[src/rtl/counter_game.sv]
// rtl/counter_game.sv - up/down play counter with win/lose scoring and auto-restart
//
// Purpose:
//    A play counter steps up or down by 1 or 2 each clock (or loads a value).
//    Reaching the all-ones value by counting up is a win; reaching zero by
//    counting down is a loss. Wins and losses are tallied in saturating score
//    counters. When either score fills, a game-over pulse reports who filled
//    and the whole game restarts on the following edge.
//
// Ports:
//    clk        in   1          clock, all state on rising edge
//    reset      in   1          synchronous, active-low
//    INIT_c     in   1          load strobe for the play counter
//    INIT_l     in   SIZE       load value
//    control    in   2          00 +1, 01 +2, 10 -1, 11 -2
//    count      out  SIZE       play counter
//    direction  out  1          1 = last counting step was up
//    WINNER     out  1          one-cycle win pulse
//    LOSER      out  1          one-cycle lose pulse
//    w_count    out  MAX_SCORE  win score (saturating)
//    l_count    out  MAX_SCORE  lose score (saturating)
//    GAMEOVER   out  1          one-cycle game-end pulse
//    WHO        out  2          01 win side, 10 lose side, 11 both; held

module counter_game #(
   parameter int SIZE      = 4,
   parameter int MAX_SCORE = 4
) (
   input  logic                 clk,
   input  logic                 reset,
   input  logic                 INIT_c,
   input  logic [SIZE-1:0]      INIT_l,
   input  logic [1:0]           control,
   output logic [SIZE-1:0]      count,
   output logic                 direction,
   output logic                 WINNER,
   output logic                 LOSER,
   output logic [MAX_SCORE-1:0] w_count,
   output logic [MAX_SCORE-1:0] l_count,
   output logic                 GAMEOVER,
   output logic [1:0]           WHO
);

   localparam logic [SIZE-1:0]      C_TOP = '1;
   localparam logic [MAX_SCORE-1:0] S_TOP = '1;

   logic [SIZE-1:0]      r_count;
   logic                 r_dir;
   logic                 r_winner;
   logic                 r_loser;
   logic [MAX_SCORE-1:0] r_w_count;
   logic [MAX_SCORE-1:0] r_l_count;
   logic                 r_gameover;
   logic [1:0]           r_who;

   logic [SIZE-1:0]      w_step;
   logic [SIZE-1:0]      w_next;
   logic                 w_changed;
   logic                 w_hit_win;
   logic                 w_hit_lose;
   logic                 w_w_full;
   logic                 w_l_full;

   always_comb begin
      w_step    = control[0] ? SIZE'(2) : SIZE'(1);
      w_next    = control[1] ? (r_count - w_step) : (r_count + w_step);
      w_changed = (w_next != r_count);
      // The new direction equals ~control[1], so an up-step can only ever
      // hit the win target and a down-step only the lose target; wraps past
      // the opposite target therefore never fire.
      w_hit_win  = ~control[1] & w_changed & (w_next == C_TOP);
      w_hit_lose =  control[1] & w_changed & (w_next == '0);
      w_w_full   = (r_w_count == S_TOP);
      w_l_full   = (r_l_count == S_TOP);
   end

   always_ff @(posedge clk) begin
      if (!reset) begin
         r_count    <= '0;
         r_dir      <= 1'b0;
         r_winner   <= 1'b0;
         r_loser    <= 1'b0;
         r_w_count  <= '0;
         r_l_count  <= '0;
         r_gameover <= 1'b0;
         r_who      <= 2'b00;
      end else if (r_gameover) begin
         // Auto-restart beats a load; WHO keeps the result of this game.
         r_count    <= '0;
         r_dir      <= 1'b0;
         r_winner   <= 1'b0;
         r_loser    <= 1'b0;
         r_w_count  <= '0;
         r_l_count  <= '0;
         r_gameover <= 1'b0;
      end else begin
         if (INIT_c) begin
            r_count <= INIT_l;
         end else begin
            r_count <= w_next;
            r_dir   <= ~control[1];
         end
         r_winner <= ~INIT_c & w_hit_win;
         r_loser  <= ~INIT_c & w_hit_lose;
         if (r_winner && !w_w_full) begin
            r_w_count <= r_w_count + MAX_SCORE'(1);
         end
         if (r_loser && !w_l_full) begin
            r_l_count <= r_l_count + MAX_SCORE'(1);
         end
         r_gameover <= w_w_full | w_l_full;
         if (w_w_full || w_l_full) begin
            r_who <= {w_l_full, w_w_full};
         end
      end
   end

   assign count     = r_count;
   assign direction = r_dir;
   assign WINNER    = r_winner;
   assign LOSER     = r_loser;
   assign w_count   = r_w_count;
   assign l_count   = r_l_count;
   assign GAMEOVER  = r_gameover;
   assign WHO       = r_who;

endmodule

[config.mk]
export PLATFORM = sky130hd
export DESIGN_NAME = counter_game
export DESIGN_NICKNAME = d
export VERILOG_FILES = /design/src/rtl/counter_game.sv
export SDC_FILE = /design/constraint.sdc
export NUM_CORES = 1
export LEC_CHECK = 0
export CAP_MARGIN = 25
export CORE_AREA = 2 2 48 50
export DETAILED_ROUTE_END_ITERATION = 8
export DIE_AREA = 0 0 50 52
export PLACE_DENSITY = 0.79
export REMOVE_ABC_BUFFERS = 1
export SETUP_SLACK_MARGIN = 0.02
export SYNTH_ARGS = -nofsm -noshare
export SYNTH_HDL_FRONTEND = slang
export SYNTH_SLANG_ARGS = --single-unit
[constraint.sdc]
create_clock -name clk -period 2.45 [get_ports clk]
set_input_delay 0.6125 -clock clk [delete_from_list [all_inputs] [get_ports clk]]
set_output_delay 0.6125 -clock clk [all_outputs]
set_load 0.02 [all_outputs]
==> flow_summary.toml <==
[cells_and_area]
synthToLayoutAreaGrowth_pct = 40.9
post-route-cell-area_um2 = 1270
nets = 152
regArea_um2 = 360
antennaDiodeCount = 0
n_fill_cell = 183
multi_input_area_um2 = 518
layout-drive-gt1-share_pct = 11.9

[clock_tree]
cts_buffers = 3
clk_latency_ps = 290
cts_buffer_depth = 2
htree_levels = 1
clk_pin_slew_worst_paths_ps = 100
cts_sinks = 18
ctsHoldBuffers = 0
cts_tree = "built"
cts_root_buf = "clkbuf_4"

[yosys]
synth_ff_type = "dfxtp_1"
synth.avg_cell_area_um2 = 8.81
synth_largest_area_cell = "dfxtp_1"
synth_top_family_by_area = "simple AND/OR/NAND/NOR gates"
synth-async-reset-ratio_pct = 0
syn-instance-count = 102
ys_seq_area_share_pct = 40.1
muxShareOfSynthArea_pct = 1.11
yosys.cell_count.top_type = "dfxtp_1"
synth_common_cells = "dfxtp_1, nor2_1, a21oi_1, nand3_1"
ys_warn_count = 0
syn-cell-area_um2 = 898
synthAdderAreaFrac_pct = 9.19
synth_xor_area_share_pct = 6.82
synth-edff-count = 0
yosys.area.top_type_share_pct = 40.1
synth_compound_area_share_pct = 14.8
synthSimpleGateAreaFrac_pct = 24.7
synthTopCellsByArea = "dfxtp_1, ha_1, nor2_1"
synth.distinct_cells = 29
synth-seq-cells = 18

[setup_path]
startpoint_type = "input pin"
crit_chain = "clkdlybuf4s50_1 -> nor2b_2 -> ha_1 -> and3b_1 -> or3_4 -> a21o_1 -> a311oi_2"
cp_num_buf_inv = 1
cp_data_arrival_time_ps = 2570
slowest_stage = "clkdlybuf4s50_1"
critical_path.max_fanout = 5
worstSetupPathType = "input pin to flop"
slowest_delay_ps = 480
end_kind = "flop"
reg2reg_from = "count[0]"
cp.required_ps = 2660
startpoint = "control[1]"
cpLargestDelayFamily = "simple AND/OR/NAND/NOR gates"

[power]
power_density_nw_per_um2 = 489
finalPower_uw = 619
vdd_ir_drop_max_mv = 0.326
power_leakage_nw = 0.540

[route]
vias = 853
wl_per_cell_um = 12.6
dr.pass1.iters = 4
wl_um = 2050
route.detailed.drc = 0
avgViaCountPerCell = 5.23
postRouteAntennaNets = 0
dr.first_iter.drc_count = 9

[place]
dp_hpwl_um = 1590
place_area_um2 = 1220
pre_cts_slack_ps = -314
place_congestion = 0.815
port_buffers = 26

[floorplan]
die_h_um = 52
core_um2 = 2110
die_x_um = 50
design.portCount = 27
rows = 17
dieArea_um2 = 2600
initial_core_util_pct = 42.7

[sta]
maxSlewViolCount = 0
hold_viol = 0
fmax_mhz = 424
rsz0062_at_grt = "false"
min_period_ps = 2360
fin_tns_setup_ps = 0
tightest_slew_ps = 321
setup_viol_count_final = 0
slew_headroom_pct = 78.6
fin_hold_ws_ps = 491
layout_setup_ws_ps = 89.6
min_period_over_period_pct = 96.3
worst_clock_skew_ps = 2.59

[global_route]
grt_pass1_wl_um = 3550
grt.overflow.total = 0
grt_pass1_vias = 859
antenna_found_initial = 0
grt_max_degree = 15
track_usage_pct = 18.1

[run]
maxCapViolCount = 0

[hold_path]
hp-start = "l_count[1]"
hold_path_class = "flop to flop"

[status]
status = "finished, final reports clean"
==> registers in the layout, indices dropped and copies added (netlist names) <==
register / flops
WHO: 2
LOSER: 1
direction: 1
WINNER: 1
GAMEOVER: 1
l_count: 4
count: 4
w_count: 4
==> per-stage QoR <==
stage | util (%) | cells
finish | 60.1 | 163
global route | 60.1 | 163
CTS | 59.3 | 162
detailed placement | 58.1 | 159
global placement | 58.1 | 159
floorplan | - | 100
==> tightest hold or removal path, delay by kind of cell (launching register included) <==
kind	cells	cell delay (ps)
AO/OA/AOI/OAI	1	50
AND/OR/NAND/NOR	1	60
flip-flops	1	340
==> what timing repair did <==
item	CTS	global route
endpoints found under the setup margin	1	3
resized for setup	1	3
pin swaps	0	1
setup buffers	0	1
endpoints found under the hold margin	0	0
==> metal layers <==
layer	wire length, µm	vias to the layer above	track usage, %
met5	0	-	0
met4	23	0	9.26
met3	81	4	2.87
met2	1090	25	33.6
met1	860	397	19.7
li1	-	427	-
==> cell usage in the layout (no fill, tap or decap), types with 3 or more instances in the layout <==
cell type         n
inv_1             5
nor2_1           14
ha_1              5
clkbuf_4          3
a21o_1            3
xor2_1            6
dfxtp_1          18
o21ai_0           4
nand2_1           4
nor3_1            3
and3_1            3
nand3_1           8
buf_4             6
a21oi_1           8
clkdlybuf4s50_1  25
==> cell type report <==
type                    count  share of cell area [%]
multi-input cells          76                    40.9
repair buffers             32                    24.3
flip-flops and latches     18                    28.5
inverters                   6                    1.78
clock buffers               3                    1.78
well taps                  28                    2.77
==> worst paths after layout <==
kind	end	slack, ps	cells after the start
max	count[3]	90	7
min	l_count[1]	490	2
max reg2reg	LOSER	410	8
min reg2reg	l_count[1]	490	2
==> cell families after synthesis <==
logic type | after synthesis
xor+xnor | 7
fa+ha+maj | 6
mux | 1
simple gates | 42
flops | 18
compound gates | 20
buf+inv | 8
==> report_power, final <==
part | switching, mW | internal (mW)
registers | 0.0106 | 0.301
clock network | 0.0886 | 0.0572
logic | 0.0762 | 0.0853
total | 0.175 | 0.444
(Power assumes the default switching activity.)
